## src/rtl/max_reduce_pkg.sv

```systemverilog
// -----------------------------------------------------------------------------
// max_reduce_pkg
//   Shared types and default constants for the streaming max-reduction block.
//   Contents:
//     state_e      controller states (IDLE, ACCUM, DONE)
//     DEF_WIDTH    default operand width
//     DEF_MAX_LEN  default maximum beats per packet
// -----------------------------------------------------------------------------
package max_reduce_pkg;

  localparam int DEF_WIDTH   = 32;
  localparam int DEF_MAX_LEN = 256;

  typedef enum logic [1:0] {
    IDLE  = 2'd0,
    ACCUM = 2'd1,
    DONE  = 2'd2
  } state_e;

endpackage : max_reduce_pkg

```

## src/rtl/max_reduce_seq_max_sel.sv

```systemverilog
// -----------------------------------------------------------------------------
// max_sel
//   Combinational unsigned compare/select unit.
//   Ports:
//     a   in   WIDTH  candidate operand (new beat)
//     b   in   WIDTH  incumbent operand (running maximum)
//     gt  out  1      a > b (strict, unsigned)
//     y   out  WIDTH  larger of a and b; b wins on a tie
// -----------------------------------------------------------------------------
module max_sel #(
  parameter int WIDTH = 32
) (
  input  logic [WIDTH-1:0] a,
  input  logic [WIDTH-1:0] b,
  output logic             gt,
  output logic [WIDTH-1:0] y
);

  // Strict compare so that equal values keep the incumbent (earlier index).
  assign gt = (a > b);
  assign y  = gt ? a : b;

endmodule : max_sel

```

## src/rtl/max_reduce_seq.sv

```systemverilog
// -----------------------------------------------------------------------------
// max_reduce_seq
//   Streaming max-reduction controller. Accepts a packet of unsigned words on a
//   valid/ready stream, reuses a single max_sel unit once per beat, and reports
//   the packet maximum, the index of its first occurrence and the beat count.
//   Ports:
//     clk        in   1        rising-edge clock
//     rst_n      in   1        asynchronous active-low reset
//     soft_clr   in   1        synchronous abort, returns to IDLE
//     in_valid   in   1        input beat valid
//     in_ready   out  1        block accepts a beat (IDLE / ACCUM only)
//     in_data    in   WIDTH    operand
//     in_last    in   1        last beat of the packet
//     out_valid  out  1        result valid (DONE)
//     out_ready  in   1        result consumer ready
//     out_max    out  WIDTH    packet maximum
//     out_idx    out  IDX_W    0-based index of first beat equal to out_max
//     out_cnt    out  IDX_W+1  beats in the packet
//     out_ovf    out  1        packet was truncated at MAX_LEN
// -----------------------------------------------------------------------------
module max_reduce_seq
  import max_reduce_pkg::*;
#(
  parameter int WIDTH   = DEF_WIDTH,
  parameter int MAX_LEN = DEF_MAX_LEN,
  parameter int IDX_W   = $clog2(MAX_LEN)
) (
  input  logic             clk,
  input  logic             rst_n,
  input  logic             soft_clr,
  input  logic             in_valid,
  output logic             in_ready,
  input  logic [WIDTH-1:0] in_data,
  input  logic             in_last,
  output logic             out_valid,
  input  logic             out_ready,
  output logic [WIDTH-1:0] out_max,
  output logic [IDX_W-1:0] out_idx,
  output logic [IDX_W:0]   out_cnt,
  output logic             out_ovf
);

  localparam logic [IDX_W:0] MAX_CNT = (IDX_W+1)'(MAX_LEN);
  localparam logic [IDX_W:0] ONE_CNT = (IDX_W+1)'(1);

  // ---------------------------------------------------------------------------
  // State and datapath registers
  // ---------------------------------------------------------------------------
  state_e           state_q,     state_d;
  logic             rdy_q,       rdy_d;
  logic [WIDTH-1:0] acc_q,       acc_d;
  logic [IDX_W-1:0] idx_q,       idx_d;
  logic [IDX_W:0]   cnt_q,       cnt_d;
  logic             out_valid_q, out_valid_d;
  logic [WIDTH-1:0] out_max_q,   out_max_d;
  logic [IDX_W-1:0] out_idx_q,   out_idx_d;
  logic [IDX_W:0]   out_cnt_q,   out_cnt_d;
  logic             out_ovf_q,   out_ovf_d;

  logic             beat_fire;
  logic [IDX_W:0]   cnt_inc;
  logic [IDX_W-1:0] beat_idx;
  logic             sel_gt;
  logic [WIDTH-1:0] sel_y;

  // ---------------------------------------------------------------------------
  // Shared compare/select unit: new beat against the running maximum.
  // ---------------------------------------------------------------------------
  max_sel #(
    .WIDTH (WIDTH)
  ) u_max_sel (
    .a  (in_data),
    .b  (acc_q),
    .gt (sel_gt),
    .y  (sel_y)
  );

  assign beat_fire = in_valid && rdy_q;
  assign cnt_inc   = cnt_q + 1'b1;
  // In ACCUM cnt_q never exceeds MAX_LEN-1, so it fits the index field and
  // equals the 0-based position of the beat being accepted.
  assign beat_idx  = cnt_q[IDX_W-1:0];

  // ---------------------------------------------------------------------------
  // Next-state / datapath logic
  // ---------------------------------------------------------------------------
  always_comb begin
    state_d     = state_q;
    acc_d       = acc_q;
    idx_d       = idx_q;
    cnt_d       = cnt_q;
    out_valid_d = out_valid_q;
    out_max_d   = out_max_q;
    out_idx_d   = out_idx_q;
    out_cnt_d   = out_cnt_q;
    out_ovf_d   = out_ovf_q;

    unique case (state_q)
      IDLE: begin
        if (beat_fire) begin
          acc_d = in_data;
          idx_d = '0;
          cnt_d = ONE_CNT;
          if (in_last) begin
            state_d     = DONE;
            out_valid_d = 1'b1;
            out_max_d   = in_data;
            out_idx_d   = '0;
            out_cnt_d   = ONE_CNT;
            out_ovf_d   = 1'b0;
          end else begin
            state_d = ACCUM;
          end
        end
      end

      ACCUM: begin
        if (beat_fire) begin
          cnt_d = cnt_inc;
          if (sel_gt) begin
            acc_d = in_data;
            idx_d = beat_idx;
          end
          if (in_last || (cnt_inc == MAX_CNT)) begin
            state_d     = DONE;
            out_valid_d = 1'b1;
            out_max_d   = sel_y;
            out_idx_d   = sel_gt ? beat_idx : idx_q;
            out_cnt_d   = cnt_inc;
            // Reaching DONE without in_last can only mean the length cap hit;
            // the sender's remaining beats will open a fresh packet.
            out_ovf_d   = !in_last;
          end
        end
      end

      DONE: begin
        if (out_ready) begin
          state_d     = IDLE;
          out_valid_d = 1'b0;
        end
      end

      default: begin
        state_d     = IDLE;
        out_valid_d = 1'b0;
      end
    endcase

    // Abort wins over every handshake and wipes the result registers as well.
    if (soft_clr) begin
      state_d     = IDLE;
      acc_d       = '0;
      idx_d       = '0;
      cnt_d       = '0;
      out_valid_d = 1'b0;
      out_max_d   = '0;
      out_idx_d   = '0;
      out_cnt_d   = '0;
      out_ovf_d   = 1'b0;
    end

    // Ready is registered so it stays low while in reset and for the first
    // edge after release; afterwards it tracks "not in DONE".
    rdy_d = (state_d != DONE);
  end

  // ---------------------------------------------------------------------------
  // Registers
  // ---------------------------------------------------------------------------
  always_ff @(posedge clk or negedge rst_n) begin
    if (!rst_n) begin
      state_q     <= IDLE;
      rdy_q       <= 1'b0;
      acc_q       <= '0;
      idx_q       <= '0;
      cnt_q       <= '0;
      out_valid_q <= 1'b0;
      out_max_q   <= '0;
      out_idx_q   <= '0;
      out_cnt_q   <= '0;
      out_ovf_q   <= 1'b0;
    end else begin
      state_q     <= state_d;
      rdy_q       <= rdy_d;
      acc_q       <= acc_d;
      idx_q       <= idx_d;
      cnt_q       <= cnt_d;
      out_valid_q <= out_valid_d;
      out_max_q   <= out_max_d;
      out_idx_q   <= out_idx_d;
      out_cnt_q   <= out_cnt_d;
      out_ovf_q   <= out_ovf_d;
    end
  end

  assign in_ready  = rdy_q;
  assign out_valid = out_valid_q;
  assign out_max   = out_max_q;
  assign out_idx   = out_idx_q;
  assign out_cnt   = out_cnt_q;
  assign out_ovf   = out_ovf_q;

endmodule : max_reduce_seq

```

## config.mk

```make
export PLATFORM = sky130hd
export DESIGN_NAME = max_reduce_seq
export DESIGN_NICKNAME = d
export VERILOG_FILES = /design/src/rtl/max_reduce_pkg.sv /design/src/rtl/max_reduce_seq_max_sel.sv /design/src/rtl/max_reduce_seq.sv
export SDC_FILE = /design/constraint.sdc
export NUM_CORES = 1
export LEC_CHECK = 0
export BUFFER_PORTS_ARGS = -buffer_cell sky130_fd_sc_hd__buf_4
export CAP_MARGIN = 25
export CORE_ASPECT_RATIO = 1.1
export CORE_MARGIN = 10
export CORE_UTILIZATION = 25
export CTS_CLUSTER_SIZE = 30
export DETAILED_ROUTE_END_ITERATION = 8
export HOLD_SLACK_MARGIN = 0.05
export PLACE_DENSITY = 0.44
export SYNTH_ARGS = -nofsm -noshare
export SYNTH_HDL_FRONTEND = slang
export SYNTH_SLANG_ARGS = --single-unit
```

## constraint.sdc

```tcl
create_clock -name clk -period 3.4 [get_ports clk]
set_clock_uncertainty 0.15 [all_clocks]
set_input_delay 0.17 -clock clk [delete_from_list [all_inputs] [get_ports clk]]
set_output_delay 0.17 -clock clk [all_outputs]
set_load 0.05 [all_outputs]
```

Yosys cells after proc, flatten, opt, wreduce, memory -nomap -nowiden --
Index checks and enable logic that the tools add are counted.
Storage, ports and cells: bits in registers 103, bits of input ports 38, latch bits 0, memories kept 0, bits in writable memories 0, word-level logic and storage cells 81, output and inout bits 52, ROM bits 0
Cells by class: add/subtract/negate cells 1, shift-type cells 0, div/mod/pow operators 0, bitwise operators 0, $lt $le $gt $ge 1, mux-type cells 52, reductions and logical operators 8, $mul 0, eq/ne operators 9
Operator list (number):
- two-way mux 32 bit | 9
- one-hot mux 32 bit (2 select lines) | 2
- two-way mux 8 bit | 9
- two-way mux 9 bit | 8
- one-hot mux 9 bit (2 select lines) | 2
- > comparator 32 bit | 1
- one-hot mux 8 bit (2 select lines) | 2
- != test 3 bit, second input constant | 5
- two-way mux 2 bit | 6
- two-way mux 1 bit | 11
- AND reduction 5 bit | 2
- adder 9 x 1 -> 9 bit, second input constant | 1
- equality test 9 bit, second input constant | 1
- one-hot mux 2 bit (3 select lines) | 1
- one-hot mux 1 bit (3 select lines) | 1
- AND reduction 3 bit | 1
- nonzero test 3 bit | 1
- equality test 2 x 1 -> 1 bit, second input constant | 1
- equality test 2 bit, second input constant | 1
- zero test 2 bit | 1
- != test 2 bit, second input constant | 1
- one-hot mux 1 bit (2 select lines) | 1
- logical AND 1 bit | 1
- zero test 1 bit | 1
- logical OR 1 bit | 1

Depth between registers and ports, before layout --
Gate-level depths: netlist (run 1).
depth in word-level cells 8, mapped depth 11, depth with buffers taken out 9

By module --
From an unflattened synthesis (run 1), not the netlist that was laid out.
Unflattened totals: cells, all modules 732, area total of the unflattened synthesis 6780.3 um2
By module, submodules not included:
- max_reduce_seq | area an instance 5556.6 um2, instances 1, cells each 582, seq. area each 2577.5 um2
- max_sel | area an instance 1223.7 um2, instances 1, cells each 150, seq. area each 0.0 um2

Least setup slack after synthesis (run 1) --
OpenSTA, ideal clock, no wires.
kind reg-to-reg, start reg acc_q[14], end reg out_max_q[10], in the netlist out_max[10], stages on the path, launching flop included 12, arrival time 2.396 ns, path slack 0.728 ns, clock period less this slack 2.672 ns, setup time 0.126 ns, buffers on the path 2, data required time 3.124 ns, cells stage by stage dfrtp_1 > inv_1 > ha_1 > nand4_1 > nor4_2 > o21ai_1 > a311oi_4 > nor2_2 > and3_1 > buf_2 > buf_6 > a221o_1
On the way: word-level cells in the longest chain between the ends 6
Ends and longest elaborated chain:
- from (decl) | RTL line max_reduce_seq.sv:51 | logic [WIDTH-1:0] acc_q, acc_d;
- from (signal assigned) | RTL line max_reduce_seq.sv:175 | acc_q <= '0;
- from (signal assigned) | RTL line max_reduce_seq.sv:186 | acc_q <= acc_d;
- > comparator 32 bit | RTL line max_reduce_seq_max_sel.sv:20 | assign gt = (a > b);
- two-way mux 32 bit | RTL line max_reduce_seq_max_sel.sv:21 | assign y = gt ? a : b;
- two-way mux 32 bit | RTL line max_reduce_seq.sv:124 | if (in_last || (cnt_inc == MAX_CNT)) begin
- two-way mux 32 bit | RTL line max_reduce_seq.sv:118 | if (beat_fire) begin
- one-hot mux 32 bit (2 select lines) | RTL line max_reduce_seq.sv:98 | unique case (state_q)
- two-way mux 32 bit | RTL line max_reduce_seq.sv:151 | if (soft_clr) begin
- to (signal assigned) | RTL line max_reduce_seq.sv:190 | out_max_q <= out_max_d;
- to (decl) | RTL line max_reduce_seq.sv:55 | logic [WIDTH-1:0] out_max_q, out_max_d;
Every way passes these cells. The select of a mux whose other input is x is not followed. A chain may end at the register's enable or synchronous reset.

Worst setup path after layout (run 1) --
start in in_data[14], end reg out_max_q[11], in the netlist out_max[11]
On the way: word-level cells in the longest chain between the ends 6
Ends and longest elaborated chain:
- from (decl) | RTL line max_reduce_seq.sv:33 | input logic [WIDTH-1:0] in_data,
- > comparator 32 bit | RTL line max_reduce_seq_max_sel.sv:20
- two-way mux 32 bit | RTL line max_reduce_seq_max_sel.sv:21
- two-way mux 32 bit | RTL line max_reduce_seq.sv:124
- two-way mux 32 bit | RTL line max_reduce_seq.sv:118
- one-hot mux 32 bit (2 select lines) | RTL line max_reduce_seq.sv:98
- two-way mux 32 bit | RTL line max_reduce_seq.sv:151
Every way passes these cells. The select of a mux whose other input is x is not followed.

==> flow_summary.ini, run 1 <==
[clock_tree]
postCtsSetupBuffers = 0
clk_latency_ns = 0.36
clkTransAtPathRegs_ns = 0.08
h-tree-depth = 3
cts_tree = yes
cts.sinks = 103
root_buffer = clkbuf_16
numCtsBuffers = 9
clk_path_buf_depth = 2
cts_resized = 0

[grt]
grt_pass1_vias = 4602
grt_overflow_total = 0
grt_pass1_wl_mm = 25.2
grt_max_degree = 48
grt_usage = 0.110
antenna_found_initial = 1

[timing]
tns_ns = 0
drv_slew = 0
hold_violations = 0
maxSlewHeadroom = 0.373
fin_ws_ns = 0.279
tightest_slew_ns = 0.930
rsz0062_at_grt = no
timing.final.crit_share = 0.918
max_freq_ghz = 0.320
fin_crit_ns = 3.12
setup_viol = 0

[critical_path]
cp_max_fo = 31
path_buf_inv = 3
path_class = primary input to flip-flop
worstReg2RegEnd = out_max[11]$_DFFE_PN0P_
crit_slowest_cell = dlygate4sd3_1
cp_top_family = compound AO/OA/AOI/OAI gates
crit_cells = 11
r2r_start = acc_q[14]$_DFFE_PN0P_
reg2reg_slack_ns = 0.34
startpoint_type = primary input
rr_worst_depth = 10
cp.required_ns = 3.49
endpoint = out_max[11]$_DFFE_PN0P_
startpoint = in_data[14]
path_cells = dlygate4sd3_1 -> buf_4 -> ha_1 -> nand4_1 -> nor4_2 -> o21ai_1 -> a311oi_4 -> nor2_2 -> and3_1 -> buf_4 -> a221o_1
critPathArrivalTime_ns = 3.21
cp-end-kind = flip-flop
max_stage_delay_ns = 0.53
path_common_cell = buf_4

[floorplanning]
die_h_um = 175
io_pins = 90
die_w_um = 161
rows = 56
core-area_mm2 = 0.0214
die_area_mm2 = 0.0281
floorplan.initialDensity = 0.254

[logic_synthesis]
synthFlopType = dfrtp_1
synthAdderAreaFrac = 0.0759
synth_most_common_cell = dfrtp_1
synth_compound_area_frac = 0.154
yosys.area_share.simple = 0.145
synth_top_area_cell = dfrtp_1
synthMuxAreaShare = 0.0812
synth_cells = 512
avgSynthCellArea_um2 = 10.6
synth.top_cell.area_share = 0.474
synth_area_leaders = dfrtp_1 (47%), mux2i_1 (7.9%), ha_1 (7.6%), a221o_1 (5.9%), and2_1 (3.8%)
syn-num-nets = 583
yosys-top-cells-count = dfrtp_1 (103), nor2_1 (47), mux2i_1 (43), nand2_1 (35), inv_1 (34)
synth_top_family_by_area = compound AO/OA/AOI/OAI gates
ys_warn_count = 0
syn-cell-area_mm2 = 0.00544
synthArstFlopShare = 1.00
seq_area_frac_synth = 0.474
yosys.area_share.xor_xnor = 0.0145
synth-seq-cells = 103
synth_cell_types = 47
synth_edf_count = 0

[final_layout]
final_layout_size_suffix_gt1_frac = 0.210
nNetsFinal = 699
fin_cells = 924
synthToLayoutAreaGrowth_pct = 31.0

[pwr]
seqPwrFrac = 0.424
ir_worst_vdd_mv = 0.236
swShare = 0.280
p_sw_mw = 0.871
clockPowerShare = 0.401
p_leak_nw = 3.38
p_int_mw = 2.24
p_comb_frac = 0.174
cellPowerDensity_mw_per_mm2 = 437

[routing]
vias = 4186
drc = 0
ant_nets = 0
avgViaCountPerCell = 4.53
dr.pass1.iters = 4
drt_iter0_markers = 192
routed_wl_mm = 15.3
wire_per_inst_um = 16.5

[placement]
post-place-ws_ns = 0.298
io_buffers = 89
gp_congestion = 0.758
dpl.hpwl_mm = 10.5
dp.cells = 872

[outcome]
status = finished, final reports clean

[job]
cap_viol_max_count = 0

[min_path]
hold_path.class = primary input to flip-flop
-- routing by layer --
layer  global-route usage  share of wire
met4               0.0360          0.012
met5                    0              0
met1                0.147           0.49
met3               0.0223          0.037
met2                0.174           0.46
-- per-stage QoR --
step / power, mW / hold WS (ns) / util / instance area, um2
6_report: 3.11 / 0.150 / 0.333 / 7120
5_1_grt: 3.26 / 0.158 / 0.333 / 7120
4_1_cts: 3.16 / 0.149 / 0.333 / 7120
3_5_place_dp: 1.87 / 0.0882 / 0.300 / 6410
3_3_place_gp: 1.86 / 0.0804 / 0.300 / 6410
2_1_floorplan: 1.66 / -0.276 / - / 5440
-- state kept, by name, indices dropped and copies added, names as in the netlist --
| register | count |
|---|---|
| out_cnt | 9 |
| state_q | 2 |
| out_idx | 8 |
| acc_q | 32 |
| out_ovf | 1 |
| out_max | 32 |
| out_valid | 1 |
| cnt_q | 9 |
| idx_q | 8 |
| in_ready | 1 |
-- cell type report --
class | instances | area, um2
tap | 290 | 363
inverter | 34 | 128
sequential | 103 | 2580
fill | 2171 | 14200
clock buffer | 10 | 239
clock inverter | 6 | 115
timing repair buffer | 136 | 1130
antenna | 1 | 2.50
multi-input combinational | 344 | 2560
-- worst reg2reg max path: stages, from the launching register on --
cell	delay [ns]
dfrtp_1	0.38
inv_1	0.05
ha_1	0.30
nand4_1	0.16
nor4_2	0.38
o21ai_1	0.17
a311oi_4	0.45
nor2_2	0.08
and3_1	0.18
buf_4	0.27
a221o_1	0.37
-- power groups by stage --
stage          combinational (mW)  sequential (mW)  clock (mW)
5_1_grt                     0.604             1.33        1.33
3_5_place_dp                0.521             1.34           0
4_1_cts                     0.556             1.32        1.28
6_report                    0.543             1.32        1.25
2_1_floorplan               0.249             1.41           0
3_3_place_gp                0.515             1.34           0
-- kinds of logic (layout without fill, tap and decap cells) --
family          Yosys count  in the layout
compound gates          103            103
other cells               0              1
fa+ha+maj                33             33
xor+xnor                  9              9
simple gates            155            155
mux                      44             44
flops                   103            103
buf+inv                  65            186
-- repair_timing --
item,4_1_cts,5_1_grt
endpoints found under the setup margin,0,0
hold endpoints to repair,112,0
hold buffers,35,0
-- layout by cell type, fill, tap and decap left out, types with 3 or more instances in the layout --
master | synthesis | final
xnor2_1 | 4 | 4
dlygate4sd3_1 | 0 | 35
nor2_1 | 47 | 47
nand2_1 | 35 | 35
a21oi_1 | 11 | 11
a221o_1 | 32 | 32
o21ai_0 | 22 | 22
ha_1 | 33 | 33
a22o_1 | 8 | 8
mux2i_1 | 43 | 43
inv_1 | 34 | 34
and2_1 | 33 | 33
clkbuf_16 | 0 | 9
nor3_1 | 5 | 4
a21o_1 | 3 | 3
o31ai_1 | 12 | 12
nand3_1 | 8 | 8
xor2_1 | 5 | 5
nor3_2 | 2 | 3
bufinv_16 | 0 | 3
nand4_1 | 6 | 6
and3_1 | 4 | 4
nand2b_1 | 5 | 5
dfrtp_1 | 103 | 103
buf_4 | 3 | 99
-- worst min path at each step --
stage / startpoint / end / slack (ns) / cells after the start
after floorplan: rst_n / acc_q[0]$_DFFE_PN0P_ / -0.28 / 0
after global placement: rst_n / out_cnt[8]$_DFFE_PN0P_ / 0.08 / 1
after detailed placement: rst_n / out_cnt[8]$_DFFE_PN0P_ / 0.09 / 1
after CTS: soft_clr / acc_q[15]$_DFFE_PN0P_ / 0.15 / 2
after global routing: soft_clr / acc_q[28]$_DFFE_PN0P_ / 0.16 / 2
final: soft_clr / acc_q[6]$_DFFE_PN0P_ / 0.15 / 2
Note: power is estimated with default switching activity, not from simulation.
==> run 2, diff against run 1 <==
--- a/config.mk
+++ b/config.mk
@@ -5,6 +5,7 @@
 export SDC_FILE = /design/constraint.sdc
 export NUM_CORES = 1
 export LEC_CHECK = 0
+export ABC_AREA = 1
 export BUFFER_PORTS_ARGS = -buffer_cell sky130_fd_sc_hd__buf_4
 export CAP_MARGIN = 25
 export CORE_ASPECT_RATIO = 1.1
==> constraint.sdc (replaced) <==
create_clock -name clk -period 3.24 [get_ports clk]
set_clock_uncertainty 0.15 [all_clocks]
set_input_delay 0.162 -clock clk [delete_from_list [all_inputs] [get_ports clk]]
set_output_delay 0.162 -clock clk [all_outputs]
set_load 0.05 [all_outputs]
==> run 2 against run 1 <==
  * Count of clock-buffer cells in the layout down 1
  * Synthesized area up 7.4%
  * Highest routed layer unchanged
  * Sequential cell count unchanged
  * Non-clock buffer count up 4
  * Largest power group unchanged
==> flow_summary.ini, run 2 <==
[critical_path]
critPathArrivalTime_ns = 2.73
max_stage_delay_ns = 0.54
startpoint_type = primary input
worstReg2RegEnd = out_max[10]$_DFFE_PN0P_
crit_slowest_cell = dlygate4sd3_1
cp.required_ns = 3.34
reg2reg_slack_ns = 0.67
cp_max_fo = 18
r2r_start = acc_q[31]$_DFFE_PN0P_
path_class = primary input to flip-flop
path_cells = dlygate4sd3_1 -> buf_4 -> ha_1 -> nand2_1 -> nor2_1 -> nand2_1 -> nor4_1 -> nand2_1 -> nand2_1 -> nand2_1 -> nand2_1 -> buf_4 -> nand2_1 -> nand4_1 -> nand2_1
cp-end-kind = flip-flop
endpoint = out_max[10]$_DFFE_PN0P_
rr_worst_depth = 14
startpoint = in_data[31]
path_common_cell = nand2_1

[logic_synthesis]
synth_cell_types = 28
synth_most_common_cell = nand2_1
synth-seq-cells = 103
synthArstFlopShare = 1.00
synth.top_cell.area_share = 0.441
syn-num-nets = 850
synth_top_area_cell = dfrtp_1
yosys-top-cells-count = nand2_1 (287), dfrtp_1 (103), inv_1 (97), nand4_1 (68), nand3_1 (47)
ys_warn_count = 0
synth_edf_count = 0
syn-cell-area_mm2 = 0.00584
avgSynthCellArea_um2 = 7.50
synth_cells = 779
synthFlopType = dfrtp_1
seq_area_frac_synth = 0.441
synth_area_leaders = dfrtp_1 (44%), nand2_1 (18%), nand4_1 (7.3%), ha_1 (7.1%), inv_1 (6.2%)

[pwr]
swShare = 0.361
p_comb_frac = 0.287
p_sw_mw = 1.33
ir_worst_vdd_mv = 0.221
p_leak_nw = 3.98
seqPwrFrac = 0.398
p_int_mw = 2.35
cellPowerDensity_mw_per_mm2 = 491
clockPowerShare = 0.315
power_mw = 3.69

[clock_tree]
clk_latency_ns = 0.36
root_buffer = clkbuf_16
numCtsBuffers = 9
postCtsSetupBuffers = 0
cts_tree = yes
cts_resized = 0
clk_path_buf_depth = 2
clkTransAtPathRegs_ns = 0.08
h-tree-depth = 3
cts.sinks = 103

[placement]
post_dp_cell_area_mm2 = 0.00685
dpl.hpwl_mm = 12.2
io_buffers = 89
gp_congestion = 0.776

[floorplanning]
core-area_mm2 = 0.0229
die_area_mm2 = 0.0299
die_h_um = 180
rows = 58
io_pins = 90
floorplan.initialDensity = 0.255
die_w_um = 166

[routing]
drc = 0
drt_iter0_markers = 289
ant_nets = 0
routed_wl_mm = 17.9
wire_per_inst_um = 15.0
avgViaCountPerCell = 4.40
dr.pass1.iters = 5
vias = 5257

[final_layout]
final_layout_size_suffix_gt1_frac = 0.146
synthToLayoutAreaGrowth_pct = 28.6
layout_common_cells = nand2_1 (287), dfrtp_1 (103), buf_4 (102)
final_common_cell = nand2_1
antenna_cells = 0
nNetsFinal = 962
final_util = 0.328
fin_area_mm2 = 0.00751

[min_path]
holdCritStartpoint = out_ready
hold_path.class = primary input to flip-flop

[grt]
grt_usage = 0.120
grt_overflow_total = 0
grt_pass1_wl_mm = 29.9
grt_pass1_vias = 5604
grt_max_degree = 55
antenna_found_initial = 0

[timing]
rsz0062_at_grt = no
max_freq_ghz = 0.379
hold_violations = 0
setup_viol = 0
fin_crit_ns = 2.64
timing.final.crit_share = 0.814
drv_slew = 0
tightest_slew_ns = 0.669
tns_ns = 0
maxSlewHeadroom = 0.554

[outcome]
status = finished, final reports clean

[job]
cap_viol_max_count = 0
==> run 2: metal layers <==
| layer | track usage | part of all wire | vias up |
|---|---|---|---|
| met1 | 0.149 | 0.46 | 2406 |
| met5 | 0 | 0 | - |
| met2 | 0.207 | 0.49 | 107 |
| met4 | 0.0266 | 0.0064 | 0 |
| li1 | - | - | 2737 |
| met3 | 0.0286 | 0.048 | 7 |
==> run 2: critical path: cells and delay by family <==
family                     cells  cell delay (ns)
and+or+nand+nor               11             1.32
buffers and inverters          3             0.95
adders and majority gates      1             0.29
==> run 2: cell families (layout without fill, tap and decap cells) <==
kind of cell / Yosys count / after routing / share of synthesized area
fa+ha+maj: 33 / 33 / 0.0707
flops: 103 / 103 / 0.441
compound gates: 46 / 46 / 0.0420
simple gates: 456 / 456 / 0.347
xor+xnor: 1 / 1 / 0.00150
buf+inv: 140 / 257 / 0.0973
==> run 2: area by class of cell <==
type / count / area (um2)
clock buffer: 9 / 225
clock inverter: 7 / 81.3
fill: 2485 / 15400
inverter: 101 / 379
multi-input combinational: 536 / 2710
sequential: 103 / 2580
tap: 300 / 375
timing repair buffer: 140 / 1170
==> run 2: worst min-delay path by stage <==
stage                            endpoint  slack (ns)  depth (start not counted)
floorplan            acc_q[0]$_DFFE_PN0P_       -0.28                          0
global placement    acc_q[12]$_DFFE_PN0P_        0.06                          1
detailed placement  acc_q[11]$_DFFE_PN0P_        0.06                          1
CTS                 out_valid$_DFFE_PN0P_        0.05                          4
global route        out_valid$_DFFE_PN0P_        0.08                          4
finish              out_valid$_DFFE_PN0P_        0.07                          4
==> run 2: repair_timing <==
action	CTS	global route
hold buffers	36	0
hold endpoints to repair	106	0
setup endpoints to repair	0	0
==> run 2: power groups by stage <==
| stage | logic (mW) | clock network (mW) | registers (mW) |
|---|---|---|---|
| detailed placement | 1.04 | 0 | 1.49 |
| global route | 1.18 | 1.26 | 1.49 |
| finish | 1.06 | 1.16 | 1.47 |
| floorplan | 0.449 | 0 | 1.72 |
| global placement | 1.04 | 0 | 1.49 |
| CTS | 1.09 | 1.21 | 1.47 |
==> run 2: through the flow <==
stage          hold WS, ns  setup WS, ns  cells
5_1_grt             0.0767         0.371   1196
6_report            0.0694         0.603   1196
2_1_floorplan       -0.284          1.11    779
4_1_cts             0.0539         0.612   1196
3_3_place_gp        0.0626         0.739   1144
3_5_place_dp        0.0641         0.709   1144
==> run 3, diff against run 2 <==
==> constraint.sdc (replaced) <==
create_clock -name clk -period 2.5 [get_ports clk]
set_clock_uncertainty 0.15 [all_clocks]
set_input_delay 0.125 -clock clk [delete_from_list [all_inputs] [get_ports clk]]
set_output_delay 0.125 -clock clk [all_outputs]
set_load 0.05 [all_outputs]
==> run 3 against run 2 <==
  * Count of clock-buffer cells in the layout increased by 2
  * Sequential share of layout area down 0.88 points
  * Global-route usage shrank 0.072 points
  * Power rose by 34%
  * Clock power rose by 39%
  * Worst setup slack worse by 0.45 ns
  * Via count increased by 1.4%
  * Routed wire length down 0.44%
  * Largest power group unchanged
==> flow_summary.ini, run 3 (synthesized netlist as in run 2, its figures left out) <==
[critical_path]
critPathArrivalTime_ns = 2.43
cp-end-kind = flip-flop
path_common_cell = nand2_1
path_class = primary input to flip-flop
r2r_start = cnt_q[1]$_DFFE_PN0P_
rr_worst_depth = 12
worstReg2RegEnd = state_q[0]$_DFF_PN0_
cp_top_family = simple AND/OR/NAND/NOR gates
startpoint_type = primary input
startpoint = in_data[31]
endpoint = out_max[3]$_DFFE_PN0P_
crit_cells = 13
cp.required_ns = 2.58
max_stage_delay_ns = 0.53
cp_max_fo = 29
reg2reg_slack_ns = 0.21
path_cells = dlygate4sd3_1 -> buf_4 -> ha_1 -> nand2_1 -> nor2_1 -> nand2_1 -> nor4_2 -> nand3b_1 -> nand2_2 -> buf_12 -> nand3_1 -> nand4_1 -> nand2_1
path_buf_inv = 3
crit_slowest_cell = dlygate4sd3_1

[pwr]
p_leak_nw = 4.08
p_int_mw = 3.23
cellPowerDensity_mw_per_mm2 = 638
p_comb_frac = 0.288
swShare = 0.344
ir_worst_vdd_mv = 0.319
clockPowerShare = 0.326
p_sw_mw = 1.69
seqPwrFrac = 0.386

[final_layout]
fillers = 2520
antenna_cells = 0
final_util = 0.336
final_layout_size_suffix_gt1_frac = 0.168
nNetsFinal = 974
synthToLayoutAreaGrowth_pct = 32.1
layout_common_cells = nand2_1 (285), buf_4 (106), dfrtp_1 (102)
final_common_cell = nand2_1

[floorplanning]
die_w_um = 166
floorplan.initialDensity = 0.255
die_area_mm2 = 0.0299
die_h_um = 180
core-area_mm2 = 0.0229
rows = 58
io_pins = 90

[grt]
antenna_found_initial = 0
grt_pass1_vias = 5629
grt_pass1_wl_mm = 29.7
grt_overflow_total = 0
grt_max_degree = 45
grt_usage = 0.120

[clock_tree]
clkTransAtPathRegs_ns = 0.08
h-tree-depth = 3
clk_path_buf_depth = 2
root_buffer = clkbuf_16
numCtsBuffers = 9
cts_tree = yes
cts.sinks = 103
clk_latency_ns = 0.35

[job]
cap_viol_max_count = 0

[routing]
ant_nets = 0
routed_wl_mm = 17.8
routed-wl-met2_mm = 8.59
top_layer_used = met4
vias = 5330
avgViaCountPerCell = 4.42
route.layer.met1.wl_mm = 8.36
drt_iter0_markers = 296
dr.pass1.iters = 6
drc = 0
wire_per_inst_um = 14.8
met3_length_um = 652

[timing]
timing.final.crit_share = 0.938
tns_ns = 0
rsz0062_at_grt = no
setup_viol = 0
fin_crit_ns = 2.35
hold_violations = 0
max_freq_ghz = 0.426
drv_slew = 0
maxSlewHeadroom = 0.556
tightest_slew_ns = 0.666

[placement]
io_buffers = 89
dpl.hpwl_mm = 12.7
gp_congestion = 0.776

[outcome]
status = finished, final reports clean

[min_path]
hold_path.class = primary input to asynchronous set/reset pin
run 3: cell count changes in the layout (fill, tap and decap cells not counted), sizes merged:
cell / delta
buf: +11
inv: -1
bufinv: +1
clkbuf: +2
dlygate4sd3: +1
clkinv: -3
run 3: layout make-up:
class / count / area, um2 / area share
clock inverters: 4 / 77.6 / 0.0101
clock buffers: 11 / 253 / 0.0328
repair buffers: 152 / 1310 / 0.170
multi-input cells: 536 / 2740 / 0.355
well taps: 300 / 375 / 0.0486
flip-flops and latches: 103 / 2580 / 0.334
inverters: 101 / 379 / 0.0491
run 3: how the worst min path moves through the flow:
stage,start,to,slack [ns]
6_report,rst_n,out_max[10]$_DFFE_PN0P_,0.19
5_1_grt,in_valid,state_q[1]$_DFF_PN0_,0.24
4_1_cts,in_valid,state_q[1]$_DFF_PN0_,0.19
3_5_place_dp,rst_n,out_max[11]$_DFFE_PN0P_,0.05
3_3_place_gp,rst_n,out_max[10]$_DFFE_PN0P_,0.05
2_1_floorplan,rst_n,acc_q[0]$_DFFE_PN0P_,-0.32
run 3: stage by stage:
stage / hold slack (ns) / setup WS (ns) / cell area [um2] / power (mW) / instances
3_3_place_gp: 0.0529 / 0.0448 / 6950 / 3.32 / 1153
6_report: 0.186 / 0.154 / 7720 / 4.92 / 1207
2_1_floorplan: -0.321 / 0.374 / 5840 / 2.81 / 779
4_1_cts: 0.195 / 0.000394 / 7660 / 5.00 / 1205
3_5_place_dp: 0.0520 / 0.0212 / 6950 / 3.32 / 1153
5_1_grt: 0.242 / 0.00162 / 7720 / 5.24 / 1207
run 3: per-layer routing:
metal,vias up,GRT usage
met5,-,0
met2,80,0.204
met3,13,0.0244
met1,2488,0.149
met4,0,0.0358
li1,2749,-
run 3: power by group through the flow:
stage	registers (mW)	clock network, mW	logic, mW
6_report	1.90	1.61	1.42
5_1_grt	1.92	1.74	1.58
4_1_cts	1.90	1.67	1.43
3_5_place_dp	1.93	0	1.38
3_3_place_gp	1.93	0	1.38
2_1_floorplan	2.22	0	0.582
run 3: worst register-to-register path: stages (launching register included):
cell and delay (ns):
dfrtp_2 0.43, ha_1 0.20, nand2_1 0.11, inv_2 0.07, nand2_2 0.06, o21ai_0 0.07
nand2_1 0.10, nand3_2 0.12, o21ai_2 0.15, nand2_1 0.07, nand2_1 0.05, a21oi_1 0.05
dlygate4sd3_1 0.54
run 3: timing repair:
action	in CTS	in global routing
pin swaps	0	2
gates resized for setup	1	16
setup endpoints to repair	1	91
setup buffers	0	2
hold endpoints to repair	111	0
hold buffers	37	0
